<file path="config.mk">
export PLATFORM = sky130hd
export DESIGN_NAME = maj3_pipe
export DESIGN_NICKNAME = d
export VERILOG_FILES = /design/src/rtl/maj3_pipe.sv
export SDC_FILE = /design/constraint.sdc
export NUM_CORES = 1
export LEC_CHECK = 0
export ABC_AREA = 1
export CORE_AREA = 2 2 39 41
export CTS_CLUSTER_SIZE = 12
export DETAILED_ROUTE_END_ITERATION = 7
export DIE_AREA = 0 0 41 43
export PLACE_DENSITY = 0.45
export SYNTH_ARGS = -nofsm -noshare
export SYNTH_HDL_FRONTEND = slang
export SYNTH_SLANG_ARGS = --single-unit
</file>
<file path="constraint.sdc">
create_clock -name clk -period 1.3 [get_ports clk]
set_input_delay 0.195 -clock clk [delete_from_list [all_inputs] [get_ports clk]]
set_output_delay 0.195 -clock clk [all_outputs]
set_load 0.02 [all_outputs]
</file>
<file path="src/rtl/maj3_pipe.sv">
// maj3_pipe: bitwise 3-input majority with per-operand inversion, behind a
// valid/ready output register plus one skid entry. Optional transfer counter: MAJ3_PIPE_CNT_EN.
module maj3_pipe #(
  parameter int WIDTH = 1
) (
  input  logic             clk,
  input  logic             rst_n,
  input  logic             in_valid,
  output logic             in_ready,
  input  logic [WIDTH-1:0] a,
  input  logic [WIDTH-1:0] b,
  input  logic [WIDTH-1:0] c,
  input  logic [2:0]       inv,
  output logic             out_valid,
  input  logic             out_ready,
  output logic [WIDTH-1:0] y
`ifdef MAJ3_PIPE_CNT_EN
  ,
  output logic [31:0]      xfer_cnt
`endif
);

  function automatic logic [WIDTH-1:0] maj3(input logic [WIDTH-1:0] x0,
                                            input logic [WIDTH-1:0] x1,
                                            input logic [WIDTH-1:0] x2);
    return (x0 & x1) | (x0 & x2) | (x1 & x2);
  endfunction

  logic [WIDTH-1:0] a_eff_s;
  logic [WIDTH-1:0] b_eff_s;
  logic [WIDTH-1:0] c_eff_s;
  logic [WIDTH-1:0] res_s;
  logic             in_xfer_s;
  logic             out_xfer_s;

  logic             out_valid_r;
  logic             skid_full_r;
  logic [WIDTH-1:0] y_r;
  logic [WIDTH-1:0] skid_r;

  // operand conditioning and per-bit vote
  always_comb begin
    a_eff_s = a ^ {WIDTH{inv[0]}};
    b_eff_s = b ^ {WIDTH{inv[1]}};
    c_eff_s = c ^ {WIDTH{inv[2]}};
    res_s   = maj3(a_eff_s, b_eff_s, c_eff_s);
  end

  // in_ready comes only from registered state so out_ready never reaches it
  assign in_ready   = rst_n & ~skid_full_r;
  assign in_xfer_s  = in_valid & in_ready;
  assign out_xfer_s = out_valid_r & out_ready;

  // output register and skid entry; accepted results leave in order
  always_ff @(posedge clk) begin
    if (!rst_n) begin
      out_valid_r <= 1'b0;
      skid_full_r <= 1'b0;
      y_r         <= {WIDTH{1'b0}};
      skid_r      <= {WIDTH{1'b0}};
    end else begin
      case ({out_xfer_s, in_xfer_s})
        2'b10: begin
          if (skid_full_r) begin
            y_r         <= skid_r;
            skid_full_r <= 1'b0;
          end else begin
            out_valid_r <= 1'b0;
          end
        end
        // in_xfer implies skid empty, so the new result goes straight to y
        2'b11: begin
          y_r         <= res_s;
          out_valid_r <= 1'b1;
        end
        2'b01: begin
          if (out_valid_r) begin
            skid_r      <= res_s;
            skid_full_r <= 1'b1;
          end else begin
            y_r         <= res_s;
            out_valid_r <= 1'b1;
          end
        end
        default: begin
          out_valid_r <= out_valid_r;
        end
      endcase
    end
  end

  assign out_valid = out_valid_r;
  assign y         = y_r;

`ifdef MAJ3_PIPE_CNT_EN
  logic [31:0] xfer_cnt_r;

  // output transfer counter, wraps naturally
  always_ff @(posedge clk) begin
    if (!rst_n) begin
      xfer_cnt_r <= 32'd0;
    end else if (out_xfer_s) begin
      xfer_cnt_r <= xfer_cnt_r + 32'd1;
    end else begin
      xfer_cnt_r <= xfer_cnt_r;
    end
  end

  assign xfer_cnt = xfer_cnt_r;
`endif

endmodule

</file>
* Word-level counts from Yosys, hierarchy flattened *
Index checks and enable logic that the tools add are counted.
W data, S select, Z words.

operators by class
  eq/ne operators = 7
  multiplexer cells = 7
  bitwise operators = 12
  reductions and logical operators = 8

operator list
  cell                  count
  $ne A2 B2 Y1 const B  4
  $and A1 B1 Y1         6
  $reduce_and A2 Y1     3
  $eq A2 B2 Y1 const B  2
  $mux W1               4
  $pmux W1 S2           2
  $reduce_bool A2 Y1    2
  $pmux W1 S3           1
  $reduce_and A3 Y1     1
  $reduce_bool A3 Y1    1
  $xor A1 B1 Y1         3
  $eq A2 B1 Y1 const B  1
  $or A1 B1 Y1          2
  $reduce_or A2 Y1      1
  $not A1 Y1            1

word-level totals
  register bits = 4
  input port bits = 10
  output and inout bits = 3
  word-level logic and storage cells = 38

* Depth between registers and ports, before layout *
Gate-level depths: netlist (run 1).

  depth after elaboration = 7
  mapped depth = 8
  depth with buffers taken out = 8

* Least setup slack after synthesis (run 1) *
No wires, ideal clock.

  path kind = register to register
  from = reg skid_full_r
  to = reg y_r (netlist: y)
  library setup time = 0.070 ns
  arrival time = 0.941 ns
  required time = 1.230 ns
  slack = 0.290 ns
  cell stages (with the launch flop) = 8
  buffers on the path = 0
  period minus slack after synthesis = 1.010 ns
  cells stage by stage = dfxtp_1 -> nor2_4 -> nand2_4 -> nand2_1 -> inv_2 -> nor2_2 -> nand2_1 -> a21oi_1

between the ends
  word-level cells in the longest chain between the ends = 6

ends and longest elaborated chain
  item                                                                        line  source
  from (decl)                                                                 37    logic skid_full_r;
  from (signal assigned)                                                      58    skid_full_r <= 1'b0;
  from (signal assigned)                                                      66    skid_full_r <= 1'b0;
  from (signal assigned)                                                      79    skid_full_r <= 1'b1;
  $not A1 Y1 *                                                                50    assign in_ready = rst_n & ~skid_full_r;
  $and A1 B1 Y1 *                                                             50
  named net in_ready                                                          9     output logic in_ready,
  $and A1 B1 Y1 *                                                             51    assign in_xfer_s = in_valid & in_ready;
  $eq A2 B2 Y1 / $eq A2 B1 Y1 (equally long branches)                         62    case ({out_xfer_s, in_xfer_s})
  $ne A2 B2 Y1 (no source line) / $reduce_bool A3 Y1 (equally long branches)  --
  $reduce_and A3 Y1 (no source line)                                          --
  to (signal assigned)                                                        59    y_r <= {WIDTH{1'b0}};
  to (signal assigned)                                                        65    y_r <= skid_r;
  to (signal assigned)                                                        73    y_r <= res_s;
  to (decl)                                                                   38    logic [WIDTH-1:0] y_r;

The timed path passes the listed nets; every way through them passes the cells marked *.
A chain may end at the register's enable or synchronous reset.

* Worst setup path in the final report (run 1) *
  from = in rst_n
  to = out in_ready

between the ends
  word-level cells in the longest chain between the ends = 1

ends and longest elaborated chain
  item           line  source
  from (decl)    7     input logic rst_n,
  $and A1 B1 Y1  50
  to (decl)      9

No other way between the ends.

==> results of run 1 <==
## worst register-to-register path: stages (launching register included)
cell	delay, ns
sky130_fd_sc_hd__dfxtp_1	0.33
sky130_fd_sc_hd__nor2_4	0.13
sky130_fd_sc_hd__nand2_4	0.08
sky130_fd_sc_hd__nor2_2	0.13
sky130_fd_sc_hd__o21ai_0	0.10
sky130_fd_sc_hd__a31oi_1	0.13
## flip-flops by register name, indices dropped and copies added (netlist names)
register     cells
out_valid        1
y                1
skid_full_r      1
skid_r           1
## through the flow
stage	total power, W	util, %	hold slack [ns]	cells	setup WS [ns]
floorplan	0.000178	-	0.333	46	0.290
global placement	0.000228	31.1	0.454	76	-0.337
detailed placement	0.000228	31.1	0.453	76	-0.356
CTS	0.000385	32.2	0.456	79	0.0753
global route	0.000402	32.2	0.482	79	0.0471
finish	0.000374	32.2	0.451	79	0.0835
## worst max-delay path by stage
stage	slack, ns	end	cells past startpoint	startpoint
after CTS	0.08	in_ready	4	rst_n
after global routing	0.05	in_ready	4	rst_n
after floorplan	0.29	y	7	skid_full_r
final	0.08	in_ready	4	rst_n
after global placement	-0.34	in_ready	4	rst_n
after detailed placement	-0.36	in_ready	4	rst_n
## area by class of cell
class                      count  area, µm²  share of cell area, %
timing repair buffer          14        128                   28.7
tap                           16       20.0                   4.49
sequential                     4       80.1                   18.0
inverter                      10       37.5                   8.43
clock buffer                   3       22.5                   5.06
multi-input combinational     32        158                   35.4
## metal layers
layer | wire, µm | track usage, %
met5 | 0 | 0
met4 | 0 | 8.00
met3 | 50 | 1.57
met2 | 251 | 11.3
met1 | 260 | 8.63
## power breakdown
part	internal, W	leakage (nW)	switching [W]	total, W
clock	0.000103	0.0138	0.0000491	0.000152
combinational	0.0000476	0.184	0.0000438	0.0000914
sequential	0.000127	0.0325	0.00000266	0.000130
## logic make-up after synthesis
family          count (synthesis)
compound gates                  7
buf+inv                        10
flops                           4
simple gates                   25
## cell usage in the layout (no fill, tap or decap)
master	Yosys	layout
sky130_fd_sc_hd__nand2_1	15	15
sky130_fd_sc_hd__clkdlybuf4s50_1	0	9
sky130_fd_sc_hd__inv_1	8	8
sky130_fd_sc_hd__dfxtp_1	4	4
sky130_fd_sc_hd__nor2_1	3	3
sky130_fd_sc_hd__a21oi_1	3	3
sky130_fd_sc_hd__clkbuf_4	0	3
sky130_fd_sc_hd__inv_2	2	2
sky130_fd_sc_hd__nand2_2	2	2
sky130_fd_sc_hd__nor2_2	2	2
sky130_fd_sc_hd__o21ai_0	2	2
sky130_fd_sc_hd__dlygate4sd2_1	0	2
sky130_fd_sc_hd__buf_4	0	2
sky130_fd_sc_hd__nor2_4	1	1
sky130_fd_sc_hd__nand2_4	1	1
sky130_fd_sc_hd__nand4_1	1	1
sky130_fd_sc_hd__o21ai_1	1	1
sky130_fd_sc_hd__a31oi_1	1	1
sky130_fd_sc_hd__buf_2	0	1
==> parameters.txt, run 1 <==
Parameter                              Value

Outcome
  Result of the run ... complete, no violations

Logic synthesis
  Main combinational cell family by area after synthesis ... simple AND/OR/NAND/NOR gates
  Complex-gate fraction of the synthesized area ... 13.2%
  Number of synthesized register bits ... 4
  Post-synthesis area per instance ... 5.98 µm²
  Number of synthesized flops with an enable pin ... 0
  Post-synth top cells ... sky130_fd_sc_hd__nand2_1 (15), sky130_fd_sc_hd__inv_1 (8), sky130_fd_sc_hd__dfxtp_1 (4)
  Gate count after technology mapping ... 46
  Most common flop cell mapped by yosys ... sky130_fd_sc_hd__dfxtp_1
  Syn_nets ... 56
  Sequential-to-total area share from yosys stat ... approximately 29%
  Area fraction in and, or, nand and nor cells after synthesis ... 44.1%
  Portion of netlist area occupied by mux cells ... 0%
  Synth Area in Adders ... 0%
  Top cells by area in the synthesized netlist ... sky130_fd_sc_hd__dfxtp_1 (29%), sky130_fd_sc_hd__nand2_1 (20%), sky130_fd_sc_hd__inv_1 (11%)
  Post-Synthesis Cell Area ... 275 µm²
  Synth warn ... 0
  Xor and xnor fraction of the mapped netlist area ... 0%
  Distinct cells, synth ... 14
  Share of flip-flops with an asynchronous set or reset ... 0%
  Most area-hungry cell type in the Yosys netlist ... sky130_fd_sc_hd__dfxtp_1
  Area share of the largest cell type after synthesis ... 29.1%
  Most common cell in the netlist ... sky130_fd_sc_hd__nand2_1

Clocking
  TritonCTS clock tree ... built
  Post-CTS setup-driven buffer insertion count ... 0
  Inserted Clock Buffers ... 3
  Resized cells post-CTS ... 6
  Clk slew on worst S/H paths ... approximately 0.04 ns
  Worst-skew pair later-pin latency ... 0.23 ns
  Cts-stage hold buffer count ... 0
  CTS Root Cell ... sky130_fd_sc_hd__clkbuf_4
  Clk sinks ... 4
  Htree depth ... 1
  Maximum clock path buffer count ... 2

Worst setup path
  Launch point of the worst reg-to-reg path ... skid_full_r
  Number of buffer and inverter stages on the critical path ... 3
  Worst R2R End ... skid_r
  Endpoint required time on the critical path ... roughly 1.1 ns
  Largest driver fanout on the critical path ... 2
  Critical path arrival ... 1.02 ns
  Endpoint kind of the worst setup timing path ... output pin
  Reg2Reg Setup Slack ... 0.33 ns
  Kind of start point of the critical path ... primary input
  R2r worst-path depth ... 5
  Kind of critical path ... in -> out
  Series of cell instances along the critical path ... clkdlybuf4s50_1 -> inv_2 -> nor2_4 -> buf_2
  Delay of the slowest cell on the worst path ... 0.50 ns
  Slowest stage cell on the critical path ... sky130_fd_sc_hd__clkdlybuf4s50_1
  Cell family contributing the most delay on the critical path ... buffers and inverters

Routing
  Total Wirelength ... 562 µm
  Drt pass-1 iters ... 1
  Vias after detailed routing ... 307
  # DRC ... 0
  Number of DRC violations after detailed-routing iteration 0 ... 0
  Post-DRT Antenna Nets ... 0
  Detail-routed via count per cell ... 3.89
  Wire length per cell after detailed routing ... 7.11 µm

Timing
  Ratio of final minimum period to clock period ... 93.6%
  Final Hold Fails ... 0
  Setup TNS ... 0 ns
  Final setup violation count ... 0
  Setup repair after global routing missed its margin ... false
  Final slew viol count ... 0
  Worst max-slew margin expressed relative to the limit ... 87.4%
  Tightest Pin Transition ... 0.188 ns
  Peak clock frequency supported by timing ... 0.822 GHz
  Post-route minimum period ... 1.22 ns
  Setup clock skew after layout ... 0.00409 ns

Floorplanning
  Starting density of the core ... 19.9%
  Horiz. Die Dim ... 41 µm
  Site row count ... 14
  Die area ... 1760 µm²
  Number of top-level pins ... 13
  DIE HEIGHT ... 43 µm
  Placeable Area ... 1380 µm²

Run
  Number of maximum-capacitance constraint violations ... 0

Global route
  Vias in the first global route ... 263
  Wire length of the first global-routing pass ... 903 µm
  Initial antenna violation count ... 0
  Largest net degree at the start of global routing ... 6
  All-layer global routing usage ... between 7 and 8%
  GR Overflow Total ... 0

Worst hold path
  Hold Path Depth ... 2
  Hold path start ... y
  Min-Delay Path Class ... reg -> reg
  Sink of the worst hold path ... y

Power and ir drop
  Leakage power of the design ... 0.230 nW
  Power Dens Cells ... 839 nW/µm²
  Highest ir drop seen on vdd ... 0.000250 V

Placement
  Port Buffers ... 12
  Placer's final routability congestion estimate ... 0.627
  Dpl hpwl ... 481 µm
  Post-detailed-placement cell area ... 430 µm²

Layout
  Fraction of layout instances using a drive strength above 1 ... roughly 22%
  Number of antenna diodes ... 0
  Nets ... 75
  Syn-to-layout area delta ... 61.8%
  Post-Layout Inst Area ... 445 µm²
  Filler Cell Count ... 160
No activity file was read; power rests on OpenSTA's default activity.
==> run 2: changes to the inputs <==
--- a/config.mk
+++ b/config.mk
@@ -5,12 +5,11 @@
 export SDC_FILE = /design/constraint.sdc
 export NUM_CORES = 1
 export LEC_CHECK = 0
-export ABC_AREA = 1
 export CORE_AREA = 2 2 39 41
 export CTS_CLUSTER_SIZE = 12
 export DETAILED_ROUTE_END_ITERATION = 7
 export DIE_AREA = 0 0 41 43
-export PLACE_DENSITY = 0.45
+export PLACE_DENSITY = 0.43
 export SYNTH_ARGS = -nofsm -noshare
 export SYNTH_HDL_FRONTEND = slang
 export SYNTH_SLANG_ARGS = --single-unit
==> constraint.sdc (replaced) <==
create_clock -name clk -period 1 [get_ports clk]
set_input_delay 0.15 -clock clk [delete_from_list [all_inputs] [get_ports clk]]
set_output_delay 0.15 -clock clk [all_outputs]
set_load 0.02 [all_outputs]
==> parameters.txt, run 2 <==
Parameter                              Value

Outcome
  Result of the run ... finished, violations left
  Failing checks ... setup timing

Worst setup path
  Launch point of the worst reg-to-reg path ... skid_full_r
  Endpoint kind of the worst setup timing path ... register
  Kind of critical path ... reg -> reg
  Slowest stage cell on the critical path ... sky130_fd_sc_hd__dfxtp_2
  Endpoint required time on the critical path ... 1.14 ns
  Largest driver fanout on the critical path ... 3
  Series of cell instances along the critical path ... buf_6 -> nand2b_4 -> a21oi_2 -> o21ai_1 -> a311oi_2
  Reg2Reg Setup Slack ... -0.09 ns
  Worst R2R End ... y
  Critical path arrival ... 1.23 ns
  R2r worst-path depth ... 5
  Delay of the slowest cell on the worst path ... 0.32 ns
  Kind of start point of the critical path ... register

Clocking
  Clk sinks ... 4
  TritonCTS clock tree ... built
  Htree depth ... 1
  Worst-skew pair later-pin latency ... 0.23 ns
  Clk slew on worst S/H paths ... 0.03 ns
  Inserted Clock Buffers ... 3
  CTS Root Cell ... sky130_fd_sc_hd__clkbuf_4
  Cts-stage hold buffer count ... 0
  Maximum clock path buffer count ... 2

Routing
  Wire length per cell after detailed routing ... 10.8 µm
  Number of DRC violations after detailed-routing iteration 0 ... 1
  Detail-routed via count per cell ... 4.31
  Total Wirelength ... just over 700 µm
  Vias after detailed routing ... between 200 and 300
  Post-DRT Antenna Nets ... 0
  Drt pass-1 iters ... 2
  # DRC ... 0

Layout
  Most frequent standard cell in the layout excluding fill and tap cells ... sky130_fd_sc_hd__buf_4
  Post-layout utilization of the core ... 35.5%
  Fraction of layout instances using a drive strength above 1 ... 49.0%
  Nets ... 63
  Filler Cell Count ... between 100 and 150
  Number of antenna diodes ... 0
  Footprint of the flip-flops and latches ... 82.6 µm²
  Syn-to-layout area delta ... 115%
  Total area of multi-input combinational cells ... 178 µm²
  Most used cells in the layout excluding fill and tap cells ... sky130_fd_sc_hd__buf_4 (7), sky130_fd_sc_hd__dlygate4sd2_1 (6)
  Post-Layout Inst Area ... just under 500 µm²

Global route
  GR Layer Usage met2 ... 16.9%
  Met3 layer usage reported by global route ... roughly 4.7%
  Grt met1 use ... 10.3%
  Largest net degree at the start of global routing ... 5
  Vias in the first global route ... between 300 and 400
  GR Overflow Total ... 0
  Busiest grt layer ... met2
  All-layer global routing usage ... 10.1%
  Wire length of the first global-routing pass ... approximately 1200 µm
  Initial antenna violation count ... 0

Floorplanning
  Site row count ... 14
  DIE HEIGHT ... 43 µm
  Starting density of the core ... 16.5%
  Horiz. Die Dim ... 41 µm
  Die area ... 1760 µm²
  Placeable Area ... 1380 µm²
  Number of top-level pins ... 13

Logic synthesis
  Gate count after technology mapping ... 27
  Most common cell in the netlist ... sky130_fd_sc_hd__dfxtp_1
  Post-Synthesis Cell Area ... approximately 230 µm²
  Top cells by area in the synthesized netlist ... sky130_fd_sc_hd__dfxtp_1 (35%), sky130_fd_sc_hd__xnor2_1 (11%), sky130_fd_sc_hd__nor2b_1 (8.2%)
  Number of synthesized register bits ... 4
  Syn_nets ... 37
  Share of flip-flops with an asynchronous set or reset ... 0%
  Synth warn ... 0
  Number of synthesized flops with an enable pin ... 0
  Post-synth top cells ... sky130_fd_sc_hd__dfxtp_1 (4), sky130_fd_sc_hd__a21oi_1 (3), sky130_fd_sc_hd__nand2_1 (3), sky130_fd_sc_hd__nor2b_1 (3), sky130_fd_sc_hd__xnor2_1 (3)
  Post-synthesis area per instance ... 8.48 µm²
  Sequential-to-total area share from yosys stat ... 35.0%
  Distinct cells, synth ... 14
  Most area-hungry cell type in the Yosys netlist ... sky130_fd_sc_hd__dfxtp_1
  Area share of the largest cell type after synthesis ... 35.0%
  Most common flop cell mapped by yosys ... sky130_fd_sc_hd__dfxtp_1

Timing
  Final setup violation count ... 4
  Worst max-slew margin expressed relative to the limit ... 87.2%
  Final slew viol count ... 0
  Tightest Pin Transition ... 0.192 ns
  Final Hold Fails ... 0
  Final hold slack ... around 0.43 ns
  Setup repair after global routing missed its margin ... true
  Setup slack of the critical path after layout ... -0.0919 ns
  Ratio of final minimum period to clock period ... 109%
  Post-route minimum period ... 1.09 ns
  Peak clock frequency supported by timing ... about 0.92 GHz
  Setup clock skew after layout ... 0.000137 ns

Worst hold path
  Sink of the worst hold path ... skid_full_r
  Min-Delay Path Class ... in -> reg
  Hold Path Depth ... 4
  Hold path start ... rst_n

Power and ir drop
  Power Dens Cells ... 1120 nW/µm²
  Highest ir drop seen on vdd ... 0.000402 V
  Leakage power of the design ... 0.211 nW

Run
  Number of maximum-capacitance constraint violations ... 0

Placement
  Placer's final routability congestion estimate ... between 0.6 and 0.7
  Port Buffers ... 12
  Post-Place Worst Slack ... -0.557 ns
  Post-detailed-placement cell area ... 418 µm²
-- run 2: final cells by class --
type	count	area share [%]
Sequential cell	4	16.8
Inverter	1	0.763
Clock buffer	3	4.58
Timing Repair Buffer	21	37.7
Multi-Input combinational cell	22	36.1
Tap cell	16	4.07
-- run 2: worst max-delay path: cells and delay by family (launching register included) --
| kind | cells | cell delay [ns] |
|---|---|---|
| buffers and inverters | 1 | 0.11 |
| flip-flops | 1 | 0.32 |
| AO/OA/AOI/OAI | 3 | 0.43 |
| AND/OR/NAND/NOR | 1 | 0.15 |
-- run 2: what timing repair did --
item                                   CTS  global route
buffers inserted                         3             0
pin swaps                                7             0
gates resized for setup                 25             3
setup endpoints to repair                5             6
endpoints found under the hold margin    0             0
-- run 2: per-stage QoR --
step	TNS (ns)	total power, W	instances
after CTS	-0.213	0.000560	67
after floorplan	0	0.000250	27
after global placement	-1.45	0.000342	61
after detailed placement	-1.56	0.000344	61
final	-0.209	0.000550	67
after global routing	-0.473	0.000585	67
-- run 2: logic make-up after synthesis --
| kind of cell | Yosys count | share of synthesized area [%] |
|---|---|---|
| flops | 4 | 35.0 |
| fa+ha+maj | 1 | 4.92 |
| xor+xnor | 3 | 11.5 |
| buf+inv | 1 | 1.64 |
| compound gates | 8 | 22.9 |
| simple gates | 10 | 24.0 |
-- run 2: metal layers --
metal	wire length (µm)	share of wire, %	up-vias
met4	0	0	0
li1	-	-	142
met5	0	0	-
met3	69	9.6	0
met2	379	52	12
met1	273	38	135
-- run 2: power by group --
group,switching [W],internal (W)
Sequential,0.00000788,0.000174
Combinational,0.0000735,0.000105
Clock,0.0000564,0.000134
-- run 2: worst max path at each step --
stage | slack (ns) | end | from | cells after the start
after global routing | -0.15 | y | skid_full_r | 5
after detailed placement | -0.56 | in_ready | rst_n | 3
final | -0.09 | y | skid_full_r | 5
after CTS | -0.07 | y | skid_full_r | 5
after floorplan | 0.03 | y | skid_full_r | 3
after global placement | -0.51 | in_ready | rst_n | 3
